`src/rtl/serial_subtractor.sv`:
```
// Multi-cycle Diff = A - B - Bin, BITS_PER_CYCLE bits per clock, LSB chunk first; optional Ovf when SERIAL_SUB_OVF_EN is defined.
// Latency: start sampled at edge 0, done pulses after edge STEPS; busy high after edges 0..STEPS-1.
// Backpressure: none; start is ignored while busy and accepted in IDLE or DONE (back-to-back).
module serial_subtractor #(
  parameter int WIDTH          = 8,
  parameter int BITS_PER_CYCLE = 1
) (
  input  logic             clk,
  input  logic             rst_n,
  input  logic             start,
  input  logic [WIDTH-1:0] A,
  input  logic [WIDTH-1:0] B,
  input  logic             Bin,
  output logic             busy,
  output logic             done,
  output logic [WIDTH-1:0] Diff,
  output logic             Bout
`ifdef SERIAL_SUB_OVF_EN
  ,
  output logic             Ovf
`endif
);

  localparam int BPC   = BITS_PER_CYCLE;
  localparam int STEPS = WIDTH / BPC;
  localparam int CW    = (STEPS > 1) ? $clog2(STEPS) : 1;

  generate
    if ((WIDTH < 1) || (BPC < 1) || ((WIDTH % BPC) != 0)) begin : g_bad_cfg
      $error("serial_subtractor: BITS_PER_CYCLE must divide WIDTH");
    end
  endgenerate

  typedef enum logic [1:0] {IDLE, RUN, DONE} state_t;

  state_t           state_q, state_d;
  logic [WIDTH-1:0] a_q, b_q, res_q, res_nxt;
  logic             brw_q;
  logic [CW-1:0]    cnt_q;
  logic [BPC-1:0]   chunk_d;
  logic             chunk_bo;
  logic             bw;
  logic             accept, last;

  // Borrow ripples through the BPC full-subtractor bits of the current chunk.
  always_comb begin
    bw      = brw_q;
    chunk_d = '0;
    for (int i = 0; i < BPC; i++) begin
      chunk_d[i] = a_q[i] ^ b_q[i] ^ bw;
      bw         = (~a_q[i] & b_q[i]) | (~(a_q[i] ^ b_q[i]) & bw);
    end
    chunk_bo = bw;
    res_nxt  = (res_q >> BPC) | (WIDTH'(chunk_d) << (WIDTH - BPC));
  end

  always_comb begin
    state_d = state_q;
    accept  = 1'b0;
    last    = 1'b0;
    case (state_q)
      IDLE: begin
        accept = start;
        if (start) state_d = RUN;
      end
      RUN: begin
        last = (cnt_q == CW'(STEPS - 1));
        if (last) state_d = DONE;
      end
      DONE: begin
        accept  = start;
        state_d = start ? RUN : IDLE;
      end
      default: state_d = IDLE;
    endcase
  end

`ifdef SERIAL_SUB_OVF_EN
  logic a_msb_q, b_msb_q;
`endif

  always_ff @(posedge clk or negedge rst_n) begin
    if (!rst_n) begin
      state_q <= IDLE;
      a_q     <= '0;
      b_q     <= '0;
      res_q   <= '0;
      brw_q   <= 1'b0;
      cnt_q   <= '0;
      busy    <= 1'b0;
      done    <= 1'b0;
      Diff    <= '0;
      Bout    <= 1'b0;
`ifdef SERIAL_SUB_OVF_EN
      a_msb_q <= 1'b0;
      b_msb_q <= 1'b0;
      Ovf     <= 1'b0;
`endif
    end else begin
      state_q <= state_d;
      done    <= last;
      if (accept) begin
        a_q     <= A;
        b_q     <= B;
        brw_q   <= Bin;
        res_q   <= '0;
        cnt_q   <= '0;
        busy    <= 1'b1;
`ifdef SERIAL_SUB_OVF_EN
        a_msb_q <= A[WIDTH-1];
        b_msb_q <= B[WIDTH-1];
`endif
      end else if (state_q == RUN) begin
        a_q   <= a_q >> BPC;
        b_q   <= b_q >> BPC;
        brw_q <= chunk_bo;
        res_q <= res_nxt;
        cnt_q <= cnt_q + CW'(1);
        if (last) begin
          Diff <= res_nxt;
          Bout <= chunk_bo;
          busy <= 1'b0;
`ifdef SERIAL_SUB_OVF_EN
          Ovf  <= (a_msb_q != b_msb_q) && (res_nxt[WIDTH-1] != a_msb_q);
`endif
        end
      end
    end
  end

endmodule

```
`config.mk`:
```
export PLATFORM = sky130hd
export DESIGN_NAME = serial_subtractor
export DESIGN_NICKNAME = d
export VERILOG_FILES = /design/src/rtl/serial_subtractor.sv
export SDC_FILE = /design/constraint.sdc
export NUM_CORES = 1
export LEC_CHECK = 0
export CORE_MARGIN = 8
export CORE_UTILIZATION = 35
export CTS_CLUSTER_DIAMETER = 60
export DETAILED_ROUTE_END_ITERATION = 16
export PLACE_DENSITY = 0.62
export SYNTH_ARGS = -nofsm -noshare
export SYNTH_HDL_FRONTEND = slang
export SYNTH_SLANG_ARGS = --single-unit
```
`constraint.sdc`:
```
create_clock -name clk -period 4.4 [get_ports clk]
set_clock_uncertainty 0.15 [all_clocks]
set_input_delay 0.66 -clock clk [delete_from_list [all_inputs] [get_ports clk]]
set_output_delay 0.66 -clock clk [all_outputs]
set_load 0.005 [all_outputs]
```
==> impl_metrics.env, run 1 <==
export IMPL_cts_repair_resized=0
export IMPL_fmax_ghz=0.461
export IMPL_cts_setup_buffers=0
export IMPL_slew_viol_final=0
export IMPL_synthFlopType="dfrtp_1"
export IMPL_reg2reg_from="state_q[0]"
export IMPL_rows=26
export IMPL_cp_cell_sequence="clkdlybuf4s50_1, nand2b_1, o22ai_1, a21oi_1"
export IMPL_drive_above_1_share_pct=11.9
export IMPL_grt_max_degree=41
export IMPL_grt_pass1_wl_mm=5.76
export IMPL_hold_ws_ns=0.328
export IMPL_clkSinkCount=40
export IMPL_drc=0
export IMPL_pre_cts_ws_ns=1.93
export IMPL_fp_coreArea_sq_um=5010
export IMPL_startpoint="start"
export IMPL_hold_viol=0
export IMPL_vias_per_cell=4.86
export IMPL_final_util_pct=43.7
export IMPL_ys_ff_latch=40
export IMPL_drtPass1Iterations=4
export IMPL_area_growth_pct=22.3
export IMPL_fin_nets=200
export IMPL_p_leak_nw=0.985
export IMPL_p_per_area_nw_per_um2=651
export IMPL_place_congestion=0.713
export IMPL_syn_num_nets=173
export IMPL_yosysTopAreaCellShare_pct=55.9
export IMPL_antenna_found_initial=0
export IMPL_start_util_pct=35.7
export IMPL_overflow=0
export IMPL_wl_per_cell_um=13.9
export IMPL_synthTopCellsByCount="dfrtp_1 (40), a21oi_1 (17), inv_1 (14)"
export IMPL_grt_pass1_vias=1240
export IMPL_dp_hpwl_mm=2.45
export IMPL_synth_cell_types=26
export IMPL_drv_cap=0
export IMPL_outcome="finished clean"
export IMPL_crit_required_ns=4.42
export IMPL_cp_max_fo=18
export IMPL_wirelength_mm=3.44
export IMPL_path_clk_slew_ns=0.07
export IMPL_cpMaxStageDelayCell="clkdlybuf4s50_1"
export IMPL_ys_warn_count=0
export IMPL_numCtsBuffers=5
export IMPL_rsz0062_at_grt="no"
export IMPL_syn_area_per_cell_sq_um=11.9
export IMPL_tns_ns=0
export IMPL_antennaDiodeCount=0
export IMPL_cts_tree="done"
export IMPL_synth_most_common_cell="dfrtp_1"
export IMPL_synth_edf_count=0
export IMPL_path_buf_inv=1
export IMPL_synth_top_cell_by_area="dfrtp_1"
export IMPL_hp_class="in -> async"
export IMPL_die_area_sq_um=7660
export IMPL_ir_drop_v=0.000269
export IMPL_synth_area_sq_um=1790
export IMPL_clk_latency_ns=0.29
export IMPL_setup_slack_ns=2.23
export IMPL_setup_viol=0
export IMPL_end_kind="flip-flop"
export IMPL_clockRootBuffer="clkbuf_8"
export IMPL_slew_headroom_pct=41.4
export IMPL_die_h_um=87.5
export IMPL_io_pins=31
export IMPL_cp_arrival_ns=2.19
export IMPL_ctsHoldBuffers=0
export IMPL_drt_initial_drc_count=66
export IMPL_grt_usage_pct=9.51
export IMPL_die_w_um=87.5
export IMPL_crit_type="in -> reg"
export IMPL_tightestPinTransition_ns=0.878
export IMPL_ys_top_cells_by_area="dfrtp_1 (56%), mux2_2 (6.9%), a22o_1 (5.4%)"
export IMPL_p_total_mw=1.42
export IMPL_vias=1200
export IMPL_critPathMaxStageDelay_ns=0.84
export IMPL_portBuffers=30
export IMPL_cp_top_family="buffers and inverters"
export IMPL_synth_cells=150
export IMPL_start_kind="primary input"
export IMPL_htreeDepth=2
export IMPL_min_period_over_period_pct=49.3
export IMPL_detail_route_antenna_nets=0
export IMPL_period_minus_slack_ns=2.17
export IMPL_ys_async_sr_fraction_pct=100
export IMPL_ys_seq_area_share_pct=55.9
export IMPL_cts_buffer_depth=2
metrics by stage:
step / instances / area [sq um]
floorplan: 150 / 1790
global placement: 240 / 2110
detailed placement: 240 / 2110
CTS: 247 / 2190
global route: 247 / 2190
finish: 247 / 2190
power by group:
part / total (mW) / internal [mW] / leakage, nW / switching, mW
clock: 0.226 / 0.108 / 0.0410 / 0.118
sequential: 0.680 / 0.533 / 0.491 / 0.147
combinational: 0.519 / 0.308 / 0.453 / 0.211
total: 1.42 / 0.948 / 0.985 / 0.476
logic make-up after synthesis:
group                      after synthesis  synth area share, %
xor gates and xnor gates                 1                0.489
DFF                                     40                 55.9
AOI/OAI and AO/OA                       48                 17.8
adders and majority gates                3                 2.52
and+or+nand+nor                         16                 6.08
buffers and inverters                   24                 6.36
muxes                                   18                 10.8
cells in the final DEF, fill, tap and decap left out, types with 3 or more instances in the layout:
master           netlist  final
a21oi_1               17     17
nor2b_1                5      5
a22o_1                11     11
mux2_2                11     11
a211oi_1               7      7
dfrtp_1               40     40
mux2i_1                7      7
inv_1                 14     14
o21ai_0                4      4
o22ai_1                8      8
clkdlybuf4s50_1        0     29
clkbuf_8               0      5
and2b_1                3      3
worst reg2reg max path, stage by stage (launching register included):
cell and delay, ns:
dfrtp_1 0.92, nand2b_1 0.44, inv_1 0.09, a22o_1 0.24
sequential cells by signal, summed over array words and instances, names as in the netlist, 2 cells and up:
signal,count
Diff,8
a_q,8
b_q,8
cnt_q,3
res_q,7
state_q,2
area by class of cell:
class,instances,area [sq um]
Clock buffer,6,72.6
Clock inverter,1,5.00
Fill cell,482,2820
Inverter,14,52.6
Multi-Input combinational cell,86,676
Sequential cell,40,1000
Tap cell,70,87.6
Timing Repair Buffer,30,295
per-layer routing:
metal / track usage [%] / share of wire [%] / vias to the layer above
met5: 0 / 0 / -
met4: 2.34 / 0.70 / 0
li1: - / - / 583
met2: 15.1 / 45 / 31
met1: 11.4 / 48 / 583
met3: 4.43 / 7.1 / 3
path summary, 6_finish.rpt:
check	end	slack, ns	cells after the start
max in group asynchronous	a_q[5]	3.23	1
min reg2reg	Bout	0.34	2
max reg2reg	a_q[7]	2.46	3
min in group clk	Bout	0.34	2
max	a_q[6]	2.23	4
min	state_q[1]	0.33	1
Note: power is estimated with default switching activity, not from simulation.
==> run 2, diff against run 1 <==
--- a/config.mk
+++ b/config.mk
@@ -9,7 +9,7 @@
 export CORE_UTILIZATION = 35
 export CTS_CLUSTER_DIAMETER = 60
 export DETAILED_ROUTE_END_ITERATION = 16
-export PLACE_DENSITY = 0.62
+export PLACE_DENSITY = 0.64
 export SYNTH_ARGS = -nofsm -noshare
 export SYNTH_HDL_FRONTEND = slang
 export SYNTH_SLANG_ARGS = --single-unit
==> constraint.sdc (replaced) <==
create_clock -name clk -period 1.8 [get_ports clk]
set_clock_uncertainty 0.15 [all_clocks]
set_input_delay 0.27 -clock clk [delete_from_list [all_inputs] [get_ports clk]]
set_output_delay 0.27 -clock clk [all_outputs]
set_load 0.005 [all_outputs]
==> run 2 against run 1 <==
Against the previous run:
- first-iteration DRC count shrank 45%
- sequential share of layout area shrank 1.7 points
- global-route usage grew 0.74 points
- combinational power grew to 2.7 times the previous value
- cell count grew 3.2%
- critical path type is now reg -> reg
- largest power group unchanged
- highest routed layer unchanged
==> impl_metrics.env, run 2 (synthesized netlist as in run 1, its figures left out) <==
export IMPL_drive_above_1_share_pct=15.1
export IMPL_outcome="finished clean"
export IMPL_hold_viol=0
export IMPL_tns_ns=0
export IMPL_cp_max_fo=12
export IMPL_grt_max_degree=41
export IMPL_numCtsBuffers=5
export IMPL_drv_cap=0
export IMPL_slew_viol_final=0
export IMPL_cts_buffer_depth=2
export IMPL_crit_required_ns=1.82
export IMPL_vias_per_cell=4.85
export IMPL_period_minus_slack_ns=1.69
export IMPL_grt_pass1_vias=1292
export IMPL_wl_per_cell_um=14.3
export IMPL_rsz0062_at_grt="no"
export IMPL_cts_setup_buffers=0
export IMPL_p_total_mw=3.58
export IMPL_reg_largest_list="Diff (8), a_q (8), b_q (8)"
export IMPL_fmax_ghz=0.592
export IMPL_die_h_um=87.5
export IMPL_vias=1237
export IMPL_fill_cells=513
export IMPL_cts_tree="done"
export IMPL_hp_class="reg -> reg"
export IMPL_end_kind="flip-flop"
export IMPL_detail_route_antenna_nets=0
export IMPL_p_leak_nw=1.03
export IMPL_crit_type="reg -> reg"
export IMPL_wirelength_mm=3.65
export IMPL_overflow=0
export IMPL_portBuffers=30
export IMPL_area_growth_pct=27.0
export IMPL_fp_coreArea_sq_um=5010
export IMPL_start_kind="flip-flop"
export IMPL_ir_drop_v=0.000495
export IMPL_p_per_area_nw_per_um2=1580
export IMPL_drt_initial_drc_count=36
export IMPL_antenna_found_initial=0
export IMPL_clockRootBuffer="clkbuf_8"
export IMPL_layout_commonest_cell="dfrtp_1"
export IMPL_dp_cells=246
export IMPL_cp_arrival_ns=1.71
export IMPL_clkSinkCount=40
export IMPL_setup_slack_ns=0.111
export IMPL_antennaDiodeCount=0
export IMPL_pre_cts_ws_ns=0.0465
export IMPL_clk_latency_ns=0.28
export IMPL_final_cell_mix="dfrtp_1 (40), clkdlybuf4s50_1 (29), a21oi_1 (17), inv_1 (14)"
export IMPL_grt_usage_pct=10.3
export IMPL_grt_pass1_wl_mm=6.10
export IMPL_fin_cells=255
export IMPL_min_period_over_period_pct=93.9
export IMPL_io_pins=31
export IMPL_place_congestion=0.739
export IMPL_drc=0
export IMPL_setup_viol=0
export IMPL_start_util_pct=35.7
export IMPL_dp_hpwl_mm=2.68
export IMPL_slew_headroom_pct=66.0
export IMPL_rows=26
export IMPL_drtPass1Iterations=4
export IMPL_path_clk_slew_ns=0.07
export IMPL_die_area_sq_um=7660
export IMPL_htreeDepth=2
export IMPL_tightestPinTransition_ns=0.509
export IMPL_fin_nets=207
export IMPL_die_w_um=87.5
-- run 2: cell count changes in the layout (fill, tap and decap cells not counted), sizes merged --
cell         change
clkinvlp         +1
dlygate4sd3      +1
buf              +6
clkinv           -1
clkbuf           +1
-- run 2: where the power goes --
part | switching [mW] | total, mW | internal, mW | leakage (nW)
Sequential | 0.282 | 1.59 | 1.30 | 0.491
Clock | 0.289 | 0.601 | 0.311 | 0.0445
Combinational | 0.605 | 1.40 | 0.792 | 0.491
Total | 1.18 | 3.58 | 2.41 | 1.03
-- run 2: repair_timing --
item	4_1_cts	5_1_grt
hold buffers	1	0
hold endpoints to repair	40	0
gates resized for setup	0	0
endpoints found under the setup margin	0	0
-- run 2: worst max-delay path, cell delays in order, from the launching register on --
cell	delay, ns
dfrtp_1	0.42
ha_1	0.22
ha_1	0.26
nand3b_4	0.19
mux2_2	0.35
-- run 2: final timing paths --
path,startpoint,end,slack (ns),depth (start not counted)
max,cnt_q[0],Diff[4],0.11,4
min,Bout,Bout,0.35,2
max reg2reg,cnt_q[0],Diff[4],0.11,4
min reg2reg,Bout,Bout,0.35,2
max in group asynchronous,rst_n,b_q[0],0.72,3
min in group asynchronous,rst_n,Bout,0.43,3
-- run 2: final cells by class --
class,count,area (sq um),share of cell area [%]
Sequential cell,40,1000,44.0
Multi-Input combinational cell,86,676,29.7
Clock inverter,1,7.51,0.330
Tap cell,70,87.6,3.85
Clock buffer,7,86.3,3.80
Timing Repair Buffer,37,363,16.0
Inverter,14,52.6,2.31
-- run 2: layer usage --
| layer | GRT usage (%) | part of all wire (%) |
|---|---|---|
| met4 | 5.47 | 1.9 |
| met5 | 0 | 0 |
| met2 | 16.8 | 49 |
| met1 | 12.0 | 44 |
| met3 | 2.64 | 5.2 |
-- run 2: metrics by stage --
step | utilization (%) | hold slack (ns) | cell area (sq um)
after floorplan | - | -0.176 | 1790
after global placement | 43.3 | 0.195 | 2170
after detailed placement | 43.3 | 0.203 | 2170
after CTS | 45.4 | 0.363 | 2270
after global routing | 45.4 | 0.386 | 2270
final | 45.4 | 0.354 | 2270
